$ cat src/rtl/bank2rs_streamer_if.sv
// Bank2RS transmit-side bundle: gather request, feature-bank read port and RS stream.
// master is the streamer; slave is the request source / bank / RS side.
interface bank2rs_streamer_if #(
   parameter int FV_SIZE    = 16,
   parameter int MAX_FV_NUM = 16,
   parameter int NODE_ID_W  = 10,
   parameter int ADDR_W     = 10
);
   localparam int NUM_W = $clog2(MAX_FV_NUM) + 1;

   logic                   req_valid;
   logic                   req_ready;
   logic [NODE_ID_W-1:0]   req_node_id;
   logic [ADDR_W-1:0]      req_base_addr;
   logic [NUM_W-1:0]       req_num_fv;

   logic                   mem_rd_en;
   logic [ADDR_W-1:0]      mem_rd_addr;
   logic [2*FV_SIZE-1:0]   mem_rd_data;

   logic                   RS_available;
   logic                   out_sos;
   logic                   out_eos;
   logic [NODE_ID_W-1:0]   out_node_id;
   logic [FV_SIZE-1:0]     out_fv0;
   logic [FV_SIZE-1:0]     out_fv1;

   logic                   busy;
   logic                   done;
   logic                   req_err;

   modport master (
      input  req_valid, req_node_id, req_base_addr, req_num_fv, mem_rd_data, RS_available,
      output req_ready, mem_rd_en, mem_rd_addr, out_sos, out_eos, out_node_id, out_fv0, out_fv1,
             busy, done, req_err
   );

   modport slave (
      output req_valid, req_node_id, req_base_addr, req_num_fv, mem_rd_data, RS_available,
      input  req_ready, mem_rd_en, mem_rd_addr, out_sos, out_eos, out_node_id, out_fv0, out_fv1,
             busy, done, req_err
   );
endinterface

$ cat src/rtl/bank2rs_streamer.sv
// Bank2RS transmit side: gathers one feature vector from the bank (2 FVs/word) and
// streams it to the vertex RS with sos/eos framing once the RS reports availability.
module bank2rs_streamer #(
   parameter int FV_SIZE    = 16,
   parameter int MAX_FV_NUM = 16,
   parameter int NODE_ID_W  = 10,
   parameter int ADDR_W     = 10
) (
   input logic                clk,
   input logic                reset,
   bank2rs_streamer_if.master bus
);
   localparam int NUM_W  = $clog2(MAX_FV_NUM) + 1;
   localparam int BEAT_W = $clog2(MAX_FV_NUM / 2) + 1;

   typedef enum logic [1:0] {IDLE, WAIT_RS, STREAM, DRAIN} state_t;

   state_t               state_reg;
   logic                 req_ready_reg;
   logic                 busy_reg;
   logic                 done_reg;
   logic                 req_err_reg;
   logic [NODE_ID_W-1:0] node_id_reg;
   logic [ADDR_W-1:0]    rd_addr_reg;
   logic [BEAT_W-1:0]    beats_reg;
   logic [BEAT_W-1:0]    rd_cnt_reg;
   logic                 rd_en_reg;
   logic                 rd_first_reg;
   logic                 rd_last_reg;

   logic                 dat_valid_reg;
   logic                 dat_first_reg;
   logic                 dat_last_reg;
   logic                 out_sos_reg;
   logic                 out_eos_reg;
   logic [NODE_ID_W-1:0] out_node_id_reg;
   logic [2*FV_SIZE-1:0] out_data_reg;

   logic                 req_legal;
   logic [BEAT_W-1:0]    req_beats;

   always_comb begin
      req_legal = (bus.req_num_fv[0] == 1'b0)
               && (bus.req_num_fv >= NUM_W'(4))
               && (bus.req_num_fv <= NUM_W'(MAX_FV_NUM));
      req_beats = BEAT_W'(bus.req_num_fv >> 1);
   end

   // Control FSM; the read address register doubles as the bank address output.
   always_ff @(posedge clk or posedge reset) begin
      if (reset) begin
         state_reg     <= IDLE;
         req_ready_reg <= 1'b0;
         busy_reg      <= 1'b0;
         done_reg      <= 1'b0;
         req_err_reg   <= 1'b0;
         node_id_reg   <= '0;
         rd_addr_reg   <= '0;
         beats_reg     <= '0;
         rd_cnt_reg    <= '0;
         rd_en_reg     <= 1'b0;
         rd_first_reg  <= 1'b0;
         rd_last_reg   <= 1'b0;
      end else begin
         done_reg     <= 1'b0;
         req_err_reg  <= 1'b0;
         rd_en_reg    <= 1'b0;
         rd_first_reg <= 1'b0;
         rd_last_reg  <= 1'b0;
         case (state_reg)
            IDLE: begin
               req_ready_reg <= 1'b1;
               busy_reg      <= 1'b0;
               if (bus.req_valid && req_ready_reg) begin
                  if (req_legal) begin
                     state_reg     <= WAIT_RS;
                     req_ready_reg <= 1'b0;
                     busy_reg      <= 1'b1;
                     node_id_reg   <= bus.req_node_id;
                     rd_addr_reg   <= bus.req_base_addr;
                     beats_reg     <= req_beats;
                  end else begin
                     req_err_reg <= 1'b1;
                  end
               end
            end
            WAIT_RS: begin
               if (bus.RS_available) begin
                  state_reg    <= STREAM;
                  rd_en_reg    <= 1'b1;
                  rd_first_reg <= 1'b1;
                  rd_cnt_reg   <= BEAT_W'(1);
               end
            end
            STREAM: begin
               if (rd_cnt_reg == beats_reg) begin
                  state_reg <= DRAIN;
               end else begin
                  rd_en_reg   <= 1'b1;
                  rd_addr_reg <= rd_addr_reg + 1'b1;
                  rd_cnt_reg  <= rd_cnt_reg + 1'b1;
                  rd_last_reg <= ((rd_cnt_reg + 1'b1) == beats_reg);
               end
            end
            DRAIN: begin
               if (out_eos_reg) begin
                  state_reg     <= IDLE;
                  done_reg      <= 1'b1;
                  busy_reg      <= 1'b0;
                  req_ready_reg <= 1'b1;
               end
            end
         endcase
      end
   end

   // Two-stage beat pipeline: bank latency, then output register; zero outside beats.
   always_ff @(posedge clk or posedge reset) begin
      if (reset) begin
         dat_valid_reg   <= 1'b0;
         dat_first_reg   <= 1'b0;
         dat_last_reg    <= 1'b0;
         out_sos_reg     <= 1'b0;
         out_eos_reg     <= 1'b0;
         out_node_id_reg <= '0;
         out_data_reg    <= '0;
      end else begin
         dat_valid_reg   <= rd_en_reg;
         dat_first_reg   <= rd_en_reg & rd_first_reg;
         dat_last_reg    <= rd_en_reg & rd_last_reg;
         out_sos_reg     <= dat_valid_reg & dat_first_reg;
         out_eos_reg     <= dat_valid_reg & dat_last_reg;
         out_node_id_reg <= dat_valid_reg ? node_id_reg : '0;
         out_data_reg    <= dat_valid_reg ? bus.mem_rd_data : '0;
      end
   end

   assign bus.req_ready   = req_ready_reg;
   assign bus.busy        = busy_reg;
   assign bus.done        = done_reg;
   assign bus.req_err     = req_err_reg;
   assign bus.mem_rd_en   = rd_en_reg;
   assign bus.mem_rd_addr = rd_addr_reg;
   assign bus.out_sos     = out_sos_reg;
   assign bus.out_eos     = out_eos_reg;
   assign bus.out_node_id = out_node_id_reg;
   assign bus.out_fv0     = out_data_reg[FV_SIZE-1:0];
   assign bus.out_fv1     = out_data_reg[2*FV_SIZE-1:FV_SIZE];
endmodule

$ cat src/flat_wrapper.sv
// flat-port wrapper written by rule: the top's interface ports become plain ports
module bank2rs_streamer_flat 
#(
   parameter int FV_SIZE    = 16,
   parameter int MAX_FV_NUM = 16,
   parameter int NODE_ID_W  = 10,
   parameter int ADDR_W     = 10
)
  (clk, reset, bus_req_valid, bus_req_node_id, bus_req_base_addr, bus_req_num_fv, bus_mem_rd_data, bus_RS_available, bus_req_ready, bus_mem_rd_en, bus_mem_rd_addr, bus_out_sos, bus_out_eos, bus_out_node_id, bus_out_fv0, bus_out_fv1, bus_busy, bus_done, bus_req_err);
  bank2rs_streamer_if #(.FV_SIZE(FV_SIZE), .MAX_FV_NUM(MAX_FV_NUM), .NODE_ID_W(NODE_ID_W), .ADDR_W(ADDR_W)) bus_i ();
  input logic clk;
  input logic reset;
  input wire logic [$bits(bus_i.req_valid)-1:0] bus_req_valid;
  input wire logic [$bits(bus_i.req_node_id)-1:0] bus_req_node_id;
  input wire logic [$bits(bus_i.req_base_addr)-1:0] bus_req_base_addr;
  input wire logic [$bits(bus_i.req_num_fv)-1:0] bus_req_num_fv;
  input wire logic [$bits(bus_i.mem_rd_data)-1:0] bus_mem_rd_data;
  input wire logic [$bits(bus_i.RS_available)-1:0] bus_RS_available;
  output wire logic [$bits(bus_i.req_ready)-1:0] bus_req_ready;
  output wire logic [$bits(bus_i.mem_rd_en)-1:0] bus_mem_rd_en;
  output wire logic [$bits(bus_i.mem_rd_addr)-1:0] bus_mem_rd_addr;
  output wire logic [$bits(bus_i.out_sos)-1:0] bus_out_sos;
  output wire logic [$bits(bus_i.out_eos)-1:0] bus_out_eos;
  output wire logic [$bits(bus_i.out_node_id)-1:0] bus_out_node_id;
  output wire logic [$bits(bus_i.out_fv0)-1:0] bus_out_fv0;
  output wire logic [$bits(bus_i.out_fv1)-1:0] bus_out_fv1;
  output wire logic [$bits(bus_i.busy)-1:0] bus_busy;
  output wire logic [$bits(bus_i.done)-1:0] bus_done;
  output wire logic [$bits(bus_i.req_err)-1:0] bus_req_err;
  assign bus_i.req_valid = bus_req_valid;
  assign bus_i.req_node_id = bus_req_node_id;
  assign bus_i.req_base_addr = bus_req_base_addr;
  assign bus_i.req_num_fv = bus_req_num_fv;
  assign bus_i.mem_rd_data = bus_mem_rd_data;
  assign bus_i.RS_available = bus_RS_available;
  assign bus_req_ready = bus_i.req_ready;
  assign bus_mem_rd_en = bus_i.mem_rd_en;
  assign bus_mem_rd_addr = bus_i.mem_rd_addr;
  assign bus_out_sos = bus_i.out_sos;
  assign bus_out_eos = bus_i.out_eos;
  assign bus_out_node_id = bus_i.out_node_id;
  assign bus_out_fv0 = bus_i.out_fv0;
  assign bus_out_fv1 = bus_i.out_fv1;
  assign bus_busy = bus_i.busy;
  assign bus_done = bus_i.done;
  assign bus_req_err = bus_i.req_err;
  bank2rs_streamer #(.FV_SIZE(FV_SIZE), .MAX_FV_NUM(MAX_FV_NUM), .NODE_ID_W(NODE_ID_W), .ADDR_W(ADDR_W)) u_core (.clk(clk), .reset(reset), .bus(bus_i));
endmodule
$ cat config.mk
export PLATFORM = sky130hd
export DESIGN_NAME = bank2rs_streamer_flat
export DESIGN_NICKNAME = d
export VERILOG_FILES = /design/src/rtl/bank2rs_streamer_if.sv /design/src/rtl/bank2rs_streamer.sv /design/src/flat_wrapper.sv
export SDC_FILE = /design/constraint.sdc
export NUM_CORES = 1
export LEC_CHECK = 0
export CORE_AREA = 2 2 78 109
export CTS_CLUSTER_DIAMETER = 200
export CTS_CLUSTER_SIZE = 12
export DETAILED_ROUTE_END_ITERATION = 6
export DIE_AREA = 0 0 80 111
export PLACE_DENSITY = 0.78
export REMOVE_ABC_BUFFERS = 1
export SLEW_MARGIN = 15
export SYNTH_ARGS = -nofsm -noshare
export SYNTH_HDL_FRONTEND = slang
export SYNTH_SLANG_ARGS = --single-unit
$ cat constraint.sdc
create_clock -name clk -period 3.06 [get_ports clk]
set_clock_uncertainty 0.05 [all_clocks]
set_input_delay 0.612 -clock clk [delete_from_list [all_inputs] [get_ports clk]]
set_output_delay 0.612 -clock clk [all_outputs]
set_load 0.01 [all_outputs]
* Word level (Yosys, flattened, before mapping)
Cells that the tools add are included.
Word-level totals: flip-flop bits (word level) 84, bits of input ports 61, logic and storage cells 84
Operators by class: mux-type cells 33, eq/ne operators 11, add/subtract/negate cells 2, bitwise gates (word level) 5, reduce and logical (&&, ||, !) cells 12, order comparisons 2
Operators with widths (count):
- $mux W10 | 4
- $mux W32 | 1
- $pmux W10 S2 | 1
- $mux W1 | 15
- $add A10 B1 Y10 const B | 1
- $mux W2 | 5
- $eq A4 B4 Y1 | 2
- $mux W4 | 2
- $ne A2 B1 Y1 const B | 4
- $pmux W2 S4 | 1
- $pmux W4 S2 | 1
- $pmux W1 S2 | 3
- $reduce_and A3 Y1 | 2
- $reduce_bool A2 Y1 | 3
- $ge A5 B3 Y1 const B | 1
- $le A5 B5 Y1 const B | 1
- $reduce_and A5 Y1 | 1
- $add A4 B1 Y4 const B | 1
- $and A1 B1 Y1 | 4
- $eq A2 B2 Y1 const B | 2
- $ne A2 B2 Y1 const B | 2
- $reduce_and A4 Y1 | 1
- $logic_and A1 B1 Y1 | 3
- $eq A2 B1 Y1 const B | 1
- other kinds (3) | 3

* Longest topological paths before layout
Gate-level depths: netlist (run 1).
word-level depth 6, gate-level depth with buffers 8, mapped depth without buffers 7

* Least setup slack after synthesis (run 1)
Ideal clock, no wire load.
path kind in2reg, start point input port bus_req_num_fv[1], end point register u_core.state_reg[1], path buffers 0, required time 2885 ps, slack 776 ps, setup time 125 ps, arrival time 2109 ps, cell stages on the path 5, cell sequence or4b_1 > a21o_1 > o21a_1 > a211oi_2 > mux2_2
Between the ends: longest elaborated chain between the ends 5
RTL lines:
- start: declaration | RTL line flat_wrapper.sv:16 | input wire logic [$bits(bus_i.req_num_fv)-1:0] bus_req_num_fv;
- $ge A5 B3 Y1 | RTL line bank2rs_streamer.sv:44 | && (bus.req_num_fv >= NUM_W'(4))
- $logic_and A1 B1 Y1 | RTL line bank2rs_streamer.sv:44
- $logic_and A1 B1 Y1 * | RTL line bank2rs_streamer.sv:45 | && (bus.req_num_fv <= NUM_W'(MAX_FV_NUM));
- $ne A2 B1 Y1 (no line) *
- $reduce_and A5 Y1 (no line) *
- end signal: assignment | RTL line bank2rs_streamer.sv:52 | state_reg <= IDLE;
- end signal: assignment | RTL line bank2rs_streamer.sv:76 | state_reg <= WAIT_RS;
- end signal: assignment | RTL line bank2rs_streamer.sv:89 | state_reg <= STREAM;
- end: declaration | RTL line bank2rs_streamer.sv:18 | state_t state_reg;
Every way passes the cells marked *; elsewhere a longest branch is shown, timed or not. A chain may end at the register's enable or synchronous reset.

* Final worst setup path (run 1)
start point input port bus_req_num_fv[2], end point register u_core.state_reg[1]
The elaborated chain is that of the path after synthesis.

==> impl_metrics.json, run 1 <==
{
  "antenna_cells": 0,
  "synth_ff_type": "dfrtp_1",
  "slew_violations": 0,
  "ios": 120,
  "postSynthAreaPerCell_sq_um": 11.9,
  "postCtsSetupBuffers": 0,
  "grt_max_degree": 61,
  "wire_per_inst_microns": 15.0,
  "die_area_sq_um": 8880,
  "std_cell_rows": 39,
  "vias": 2605,
  "regArea_sq_um": 2100,
  "synth-seq-cells": 84,
  "finalInstanceArea_sq_um": 5080,
  "syn_inst": 289,
  "final_common_cell": "clkdlybuf4s50_1",
  "cts_resized": 0,
  "yosysUniqueCellTypes": 44,
  "timing.fmax_mhz": 399,
  "relSlewSlack_pct": 40.8,
  "fp.dieW_microns": 80,
  "synth_area_sq_um": 3450,
  "synthToLayoutAreaGrowth_pct": 47.1,
  "irDropWorstVdd_v": 0.000588,
  "portBuffers": 119,
  "outcome": "finished, final reports clean",
  "routed_via_density": 5.05,
  "root_buffer": "clkbuf_16",
  "drc": 0,
  "drv_cap": 0,
  "p_per_area_nw_per_um2": 900,
  "fin_tns_setup_ps": 0,
  "drtIter0Drc": 146,
  "drt_wl_total_mm": 7.73,
  "endpoint_kind": "flop",
  "numCtsBuffers": 9,
  "layout_setup_ws_ps": 554,
  "synthArstFlopShare_pct": 100,
  "cts_tree": "yes",
  "first_pass_iters": 6,
  "critPathArrivalTime_ps": 2680,
  "hpwl_mm": 5.47,
  "slowest_delay_ps": 510,
  "dpl_cell_area_sq_um": 4750,
  "critPathMaxFanout": 5,
  "fin_crit_sh_pct": 81.9,
  "htree_levels": 3,
  "slowest_stage": "or4b_1",
  "first_global_vias": 2693,
  "grt_antenna_before_repair": 0,
  "worst_pin_slew_ps": 888,
  "hold_viol_final": 0,
  "largest_register_ffs": 32,
  "clk_pin_slew_ps": 60,
  "yosysWarnings": 0,
  "multiInputGateArea_sq_um": 1250,
  "grt_overflow_total": 0,
  "drive_gt1_share_pct": 10.9,
  "final_cell_mix": "clkdlybuf4s50_1, dfrtp_1, and2_1",
  "grt_pass1_wl_mm": 12.9,
  "top_layer": "met4",
  "cp.required_ps": 3230,
  "finalCriticalPeriod_ps": 2510,
  "crit_type": "primary input to flop",
  "drtAntennaViolNets": 0,
  "initial_core_util_pct": 43.1,
  "power_mw": 4.57,
  "grt_usage_pct": 18.7,
  "met2_wirelength_mm": 3.84,
  "clock_path_buffers": 2,
  "holdWs_ps": 372,
  "rsz0062_at_grt": "no",
  "dieHeight_microns": 111,
  "synth_edf_count": 0,
  "fp.coreArea_sq_um": 8000,
  "insertion_delay_ps": 330,
  "cp-start-kind": "primary input",
  "nets": 476,
  "clock_sinks": 84,
  "power_leakage_nw": 2.26,
  "fillers": 630,
  "setup_viol": 0,
  "path_cells": "clkdlybuf4s50_1, or4b_1, a21o_1, o21a_1, a211oi_2, mux2_2",
  "yosysSeqAreaShare_pct": 60.9,
  "dp_slack_ps": 202,
  "hp-class": "flop to flop",
  "met1Wirelength_mm": 3.10,
  "gp_congestion": 0.768,
  "met3WireLength_microns": 664,
  "cts_hold_buf": 0
}
-- where the power goes --
group          total [mW]  internal [mW]  switching (mW)
registers            1.68           1.42           0.262
clock network        1.18          0.728           0.450
logic                1.71          0.907           0.802
total                4.57           3.06            1.51
-- critical path: cells and delay by family --
family	cells	cell delay, ps
simple gates	1	510
compound gates	3	760
mux	1	360
buf+inv	1	440
-- cell usage after synthesis (2+ instances only) --
library cell  number  area share (%)
buf_2              2            0.29
and3_1             3            0.54
xor2_1             6             1.5
nand4_1            2            0.36
a21oi_1           14             2.0
o22ai_1            5            0.91
clkbuf_1           9            0.98
mux2i_1            3            0.87
a22o_1             2            0.51
nand2b_1           3            0.54
ha_1               6             2.2
nand3_1           12             1.7
nor2_1             7            0.76
and2_1            48             8.7
o21a_1             2            0.43
mux2_2            15             4.9
o21ai_0           10             1.5
dfrtp_1           84              61
inv_1              8            0.87
nand2_1           14             1.5
nor2b_1            5            0.91
a31oi_1            7             1.3
-- routing by layer --
layer  GRT usage, %  up-vias
met1           23.0     1246
met3           4.72       13
met4           7.57        0
met5              0        -
li1               -     1225
met2           31.0      121
-- cell families after synthesis --
kind of cell               synth area share (%)
and+or+nand+nor                            16.5
DFF                                        60.9
AOI/OAI and AO/OA                          9.57
buffers and inverters                      2.83
muxes                                      6.20
xor gates and xnor gates                   1.78
adders and majority gates                  2.18
-- final timing paths --
path                                 startpoint                         to  slack [ps]  depth (start not counted)
setup / recovery              bus_req_num_fv[2]        u_core.state_reg[1]         550                          6
hold / removal             u_core.bus.mem_rd_en       u_core.dat_valid_reg         370                          0
setup reg to reg           u_core.rd_cnt_reg[0]  u_core.bus.mem_rd_addr[6]         880                          5
hold reg to reg            u_core.bus.mem_rd_en       u_core.dat_valid_reg         370                          0
max in group asynchronous                 reset       u_core.rd_cnt_reg[3]        1770                          3
min in group asynchronous                 reset     u_core.out_data_reg[5]         550                          2
-- layout make-up --
| cell class | count | share of cell area (%) |
|---|---|---|
| tap | 102 | 2.51 |
| multi-input combinational | 183 | 24.6 |
| sequential | 84 | 41.4 |
| inverter | 8 | 0.616 |
| timing repair buffer | 123 | 24.3 |
| clock buffer | 9 | 4.44 |
| clock inverter | 7 | 2.09 |
-- metrics by stage --
| step | cells | util [%] |
|---|---|---|
| 6_report | 516 | 63.4 |
| 3_3_place_gp | 500 | 59.3 |
| 3_5_place_dp | 500 | 59.3 |
| 4_1_cts | 516 | 63.4 |
| 5_1_grt | 516 | 63.4 |
| 2_1_floorplan | 275 | - |
Note: power is estimated with default switching activity, not from simulation.
==> inputs of run 2 (changes only) <==
CORE_AREA = 2 2 81 114   (was 2 2 78 109)
DIE_AREA = 0 0 83 116   (was 0 0 80 111)
PLACE_DENSITY = 0.75   (was 0.78)
clock period = 2.2 ns   (was 3.06 ns; I/O delays follow)
==> run 2 against run 1 <==
Net effect: critical path depth down 1; sequential share of layout area down 1.1 points; register-to-register slack worse by 790 ps; worst setup slack worse by 470 ps; power up 42%; hold slack worse by 39 ps; combinational power up 49%; count of clock-buffer cells in the layout up 2; routed wire length up 0.35%; clock power up 36%; utilization down 2.5 points; critical path type is now flop to flop.
==> impl_metrics.json, run 2 (same netlist as run 1, synthesis figures left out) <==
{
  "outcome": "finished, final reports clean",
  "cts_hold_buf": 0,
  "irDropWorstVdd_v": 0.000713,
  "nets": 487,
  "path_cells": "xor2_1, or4_4, mux2_4, and2_4, a22o_1",
  "fin_crit_sh_pct": 96.1,
  "slowest_stage": "or4_4",
  "gp_congestion": 0.818,
  "clk_pin_slew_ps": 60,
  "r2r_end": "u_core.bus.mem_rd_addr[6]",
  "grt_pass1_wl_mm": 13.0,
  "antenna_cells": 0,
  "drt_wl_total_mm": 7.76,
  "layout_setup_ws_ps": 85.9,
  "setup_viol": 0,
  "endpoint_kind": "flop",
  "cp_num_buf_inv": 0,
  "hold_path_depth": 2,
  "root_buffer": "clkbuf_16",
  "cts_tree": "yes",
  "drc": 0,
  "timing.fmax_mhz": 473,
  "worst_pin_slew_ps": 915,
  "relSlewSlack_pct": 39.0,
  "synthToLayoutAreaGrowth_pct": 51.2,
  "wire_per_inst_microns": 14.6,
  "r2r_setup_slack_ps": 90,
  "cp-start-kind": "flop",
  "routed_via_density": 4.97,
  "portBuffers": 119,
  "initial_core_util_pct": 40.3,
  "dp_slack_ps": -396,
  "hpwl_mm": 5.82,
  "fp.dieW_microns": 83,
  "hp-start": "bus_req_num_fv[1]",
  "hp-class": "primary input to flop",
  "drtAntennaViolNets": 0,
  "finalCriticalPeriod_ps": 2110,
  "clock_sinks": 84,
  "drtIter0Drc": 68,
  "vias": 2633,
  "hold_viol_final": 0,
  "std_cell_rows": 40,
  "r2r_cells": 5,
  "grt_overflow_total": 0,
  "largest_register_ffs": 32,
  "clkPwrFrac_pct": 24.8,
  "clock_path_buffers": 2,
  "slowest_delay_ps": 590,
  "htree_levels": 3,
  "p_int_mw": 4.39,
  "grt_usage_pct": 17.2,
  "fin_tns_setup_ps": 0,
  "seq_power_share_pct": 35.9,
  "fin_cells": 530,
  "rsz0062_at_grt": "no",
  "first_pass_iters": 4,
  "insertion_delay_ps": 330,
  "slew_violations": 0,
  "crit_type": "flop to flop",
  "drive_gt1_share_pct": 13.4,
  "power_mw": 6.48,
  "dieHeight_microns": 116,
  "first_global_vias": 2670,
  "rr_startpoint": "u_core.rd_cnt_reg[2]",
  "critPathArrivalTime_ps": 2280,
  "swShare_pct": 32.2,
  "power_leakage_nw": 2.36,
  "critPathMaxFanout": 11,
  "die_area_sq_um": 9630,
  "drv_cap": 0,
  "postCtsSetupBuffers": 0,
  "cp.required_ps": 2370,
  "final_cell_mix": "clkdlybuf4s50_1, dfrtp_1, and2_1",
  "grt_max_degree": 45,
  "fillers": 673,
  "p_sw_mw": 2.09,
  "min_to": "u_core.beats_reg[0]",
  "dp.cells": 514,
  "final_common_cell": "clkdlybuf4s50_1",
  "fp.coreArea_sq_um": 8560,
  "pwr-share-comb_pct": 39.3,
  "p_per_area_nw_per_um2": 1240,
  "numCtsBuffers": 9,
  "critPathTopFamily": "simple AND/OR/NAND/NOR gates",
  "grt_antenna_before_repair": 0,
  "ios": 120
}
[run 2: how the worst max path moves through the flow]
stage	start	endpoint	slack, ps	cells after the start
after detailed placement	bus_req_num_fv[2]	u_core.state_reg[1]	-400	6
after global routing	u_core.rd_cnt_reg[2]	u_core.bus.mem_rd_addr[6]	30	5
after CTS	bus_req_num_fv[2]	u_core.state_reg[1]	-5	6
after global placement	bus_req_num_fv[2]	u_core.state_reg[1]	-370	6
final	u_core.rd_cnt_reg[2]	u_core.bus.mem_rd_addr[6]	90	5
after floorplan	reset	u_core.beats_reg[0]	-460	1
[run 2: area by class of cell]
| class | instances | area, sq um | share of cell area, % |
|---|---|---|---|
| flip-flops and latches | 84 | 2100 | 40.3 |
| repair buffers | 134 | 1350 | 25.9 |
| multi-input cells | 183 | 1270 | 24.4 |
| clock buffers | 11 | 243 | 4.65 |
| well taps | 105 | 131 | 2.52 |
| clock inverters | 5 | 85.1 | 1.63 |
| inverters | 8 | 31.3 | 0.600 |
[run 2: what timing repair did]
action	4_1_cts	5_1_grt
resized for setup	5	4
endpoints found under the setup margin	3	21
pin swaps	2	5
[run 2: through the flow]
stage                     instance area [sq um]  util (%)  hold slack (ps)
after floorplan                            3380         -              378
after global placement                     4860      56.8              338
after detailed placement                   4860      56.8              356
after CTS                                  5210      60.8              368
after global routing                       5220      61.0              331
final                                      5220      61.0              334
[run 2: metal layers]
layer | vias up | track usage [%] | share of wire [%]
met3 | 11 | 5.41 | 7.2
li1 | 1247 | - | -
met1 | 1250 | 20.8 | 42
met5 | - | 0 | 0
met2 | 125 | 29.4 | 49
met4 | 0 | 5.68 | 1.6
[run 2: power by group through the flow]
stage	Combinational (mW)	Sequential, mW	Clock (mW)
after global routing	2.81	2.39	1.72
after CTS	2.56	2.33	1.65
after detailed placement	2.50	2.35	0
after floorplan	1.36	2.39	0
final	2.54	2.33	1.61
after global placement	2.43	2.33	0
==> inputs of run 3 (changes only) <==
CELL_PAD_IN_SITES_DETAIL_PLACEMENT = 0   (was unset)
CELL_PAD_IN_SITES_GLOBAL_PLACEMENT = 1   (was unset)
CORE_AREA = 2 2 93 130   (was 2 2 81 114)
DIE_AREA = 0 0 95 132   (was 0 0 83 116)
GPL_TIMING_DRIVEN = 0   (was unset)
PLACE_DENSITY = unset   (was 0.75)
PLACE_DENSITY_LB_ADDON = 0.1   (was unset)
==> run 3 against run 2 <==
Net effect: sequential share of layout area is 0.34 points higher; final area is 0.72% lower; routed wire length is 4.7% higher; count of clock-buffer cells in the layout stayed put; maximum frequency is 1.3% lower; die area is 30% higher; flip-flop and latch count stayed put; global-route usage is 3.6 points lower; largest cell class unchanged; highest routed layer unchanged.
==> impl_metrics.json, run 3 (same netlist as run 1, synthesis figures left out) <==
{
  "numCtsBuffers": 9,
  "worst_pin_slew_ps": 647,
  "routed_via_density": 4.56,
  "cts_tree": "yes",
  "cts_hold_buf": 0,
  "slew_violations": 0,
  "grt.met3_usage_pct": 4.12,
  "critPathArrivalTime_ps": 2310,
  "wire_per_inst_microns": 14.4,
  "hpwl_mm": 5.62,
  "finalInstanceArea_sq_um": 5180,
  "drtAntennaViolNets": 0,
  "r2r_cells": 5,
  "final_common_cell": "clkdlybuf4s50_1",
  "vias": 2577,
  "hp-class": "flop to flop",
  "grt_antenna_before_repair": 0,
  "relSlewSlack_pct": 56.8,
  "fp.coreArea_sq_um": 11300,
  "ios": 120,
  "synthToLayoutAreaGrowth_pct": 50.1,
  "rr_startpoint": "u_core.rd_cnt_reg[1]",
  "hold_viol_final": 0,
  "setup_viol": 0,
  "grt_pass1_wl_mm": 13.2,
  "largest_register_ffs": 32,
  "clk_pin_slew_ps": 60,
  "gp_congestion": 0.702,
  "cp.required_ps": 2370,
  "critPathMaxFanout": 11,
  "hp-start": "u_core.bus.mem_rd_en",
  "fin_cells": 565,
  "first_pass_iters": 4,
  "drive_gt1_share_pct": 13.5,
  "clock_path_buffers": 2,
  "rsz0062_at_grt": "no",
  "fp.dieW_microns": 95,
  "p_per_area_nw_per_um2": 1220,
  "std_cell_rows": 46,
  "hold_path_depth": 0,
  "postLayoutCoreUtil_pct": 45.7,
  "portBuffers": 119,
  "drc": 0,
  "dp_slack_ps": -747,
  "fillers": 1091,
  "layout_setup_ws_ps": 57.2,
  "grt_overflow_total": 0,
  "htree_levels": 3,
  "clock_sinks": 84,
  "grt_usage_pct": 13.6,
  "finalCriticalPeriod_ps": 2140,
  "drv_cap": 0,
  "dp.cells": 539,
  "insertion_delay_ps": 330,
  "grt-busiest-layer": "met2",
  "initial_core_util_pct": 30.4,
  "final_cell_mix": "clkdlybuf4s50_1, dfrtp_1, and2_1",
  "fin_crit_sh_pct": 97.4,
  "crit_type": "flop to flop",
  "outcome": "finished, final reports clean",
  "grt.met1_usage_pct": 17.7,
  "grtUsageMet2_pct": 21.2,
  "antenna_cells": 0,
  "nets": 483,
  "r2r_end": "u_core.bus.mem_rd_addr[6]",
  "grt_max_degree": 50,
  "r2r_setup_slack_ps": 60,
  "drt_wl_total_mm": 8.12,
  "irDropWorstVdd_v": 0.000477,
  "die_area_sq_um": 12500,
  "dieHeight_microns": 132,
  "dpl_cell_area_sq_um": 4780,
  "timing.fmax_mhz": 467,
  "min_to": "u_core.dat_valid_reg",
  "endpoint_kind": "flop",
  "first_global_vias": 2539,
  "cp-start-kind": "flop",
  "power_leakage_nw": 2.28,
  "root_buffer": "clkbuf_16",
  "drtIter0Drc": 51
}
## run 3: cell count changes in the layout (fill, tap and decap cells not counted), sizes merged
cell and change:
dlygate4sd2 +4, buf -4, clkinv +1, dlymetal6s2s -4, inv +1, bufinv -2
## run 3: worst max path at each step
stage / to / startpoint / cells past startpoint / slack (ps)
floorplan: u_core.beats_reg[0] / reset / 1 / -460
global placement: u_core.out_data_reg[9] / reset / 2 / -2000
detailed placement: u_core.beats_reg[1] / bus_req_num_fv[1] / 5 / -750
CTS: u_core.bus.mem_rd_addr[6] / u_core.rd_cnt_reg[2] / 5 / -6
global route: u_core.bus.mem_rd_addr[6] / u_core.rd_cnt_reg[3] / 5 / 7
finish: u_core.bus.mem_rd_addr[6] / u_core.rd_cnt_reg[1] / 5 / 60
## run 3: per-layer routing
| metal | vias to the layer above | share of wire, % |
|---|---|---|
| li1 | 1236 | - |
| met1 | 1260 | 42 |
| met2 | 74 | 50 |
| met3 | 7 | 6.3 |
| met4 | 0 | 1.4 |
| met5 | - | 0 |
## run 3: power breakdown
part	internal, mW	switching, mW
registers	1.98	0.355
logic	1.41	1.18
clock network	0.788	0.588
total	4.18	2.12
## run 3: stage by stage
stage                     TNS, ps  power [mW]  hold WS (ps)
after floorplan            -38230        3.75           378
after global placement    -183640        4.70           354
after detailed placement   -16550        4.75           354
after CTS                   -6.35        6.32           366
after global routing            0        6.76           401
final                           0        6.30           365
## run 3: what timing repair did
item,in CTS,in global routing
endpoints found under the hold margin,0,0
resized for setup,13,2
endpoints found under the setup margin,29,4
buffers inserted,6,4
pin swaps,6,1
## run 3: final cells by class
| cell class | count | area [sq um] | area share (%) |
|---|---|---|---|
| sequential | 84 | 2100 | 40.6 |
| multi-input combinational | 183 | 1300 | 25.1 |
| timing repair buffer | 130 | 1290 | 25.0 |
| clock buffer | 11 | 243 | 4.69 |
| tap | 144 | 180 | 3.48 |
| inverter | 8 | 32.5 | 0.628 |
| clock inverter | 5 | 27.5 | 0.531 |
## run 3: worst max-delay path, cell delays in order (launching register included)
cell and delay [ps]:
dfrtp_2 440, xor2_1 150, or4_4 610, mux2_4 360, and2_4 200, a22o_1 210
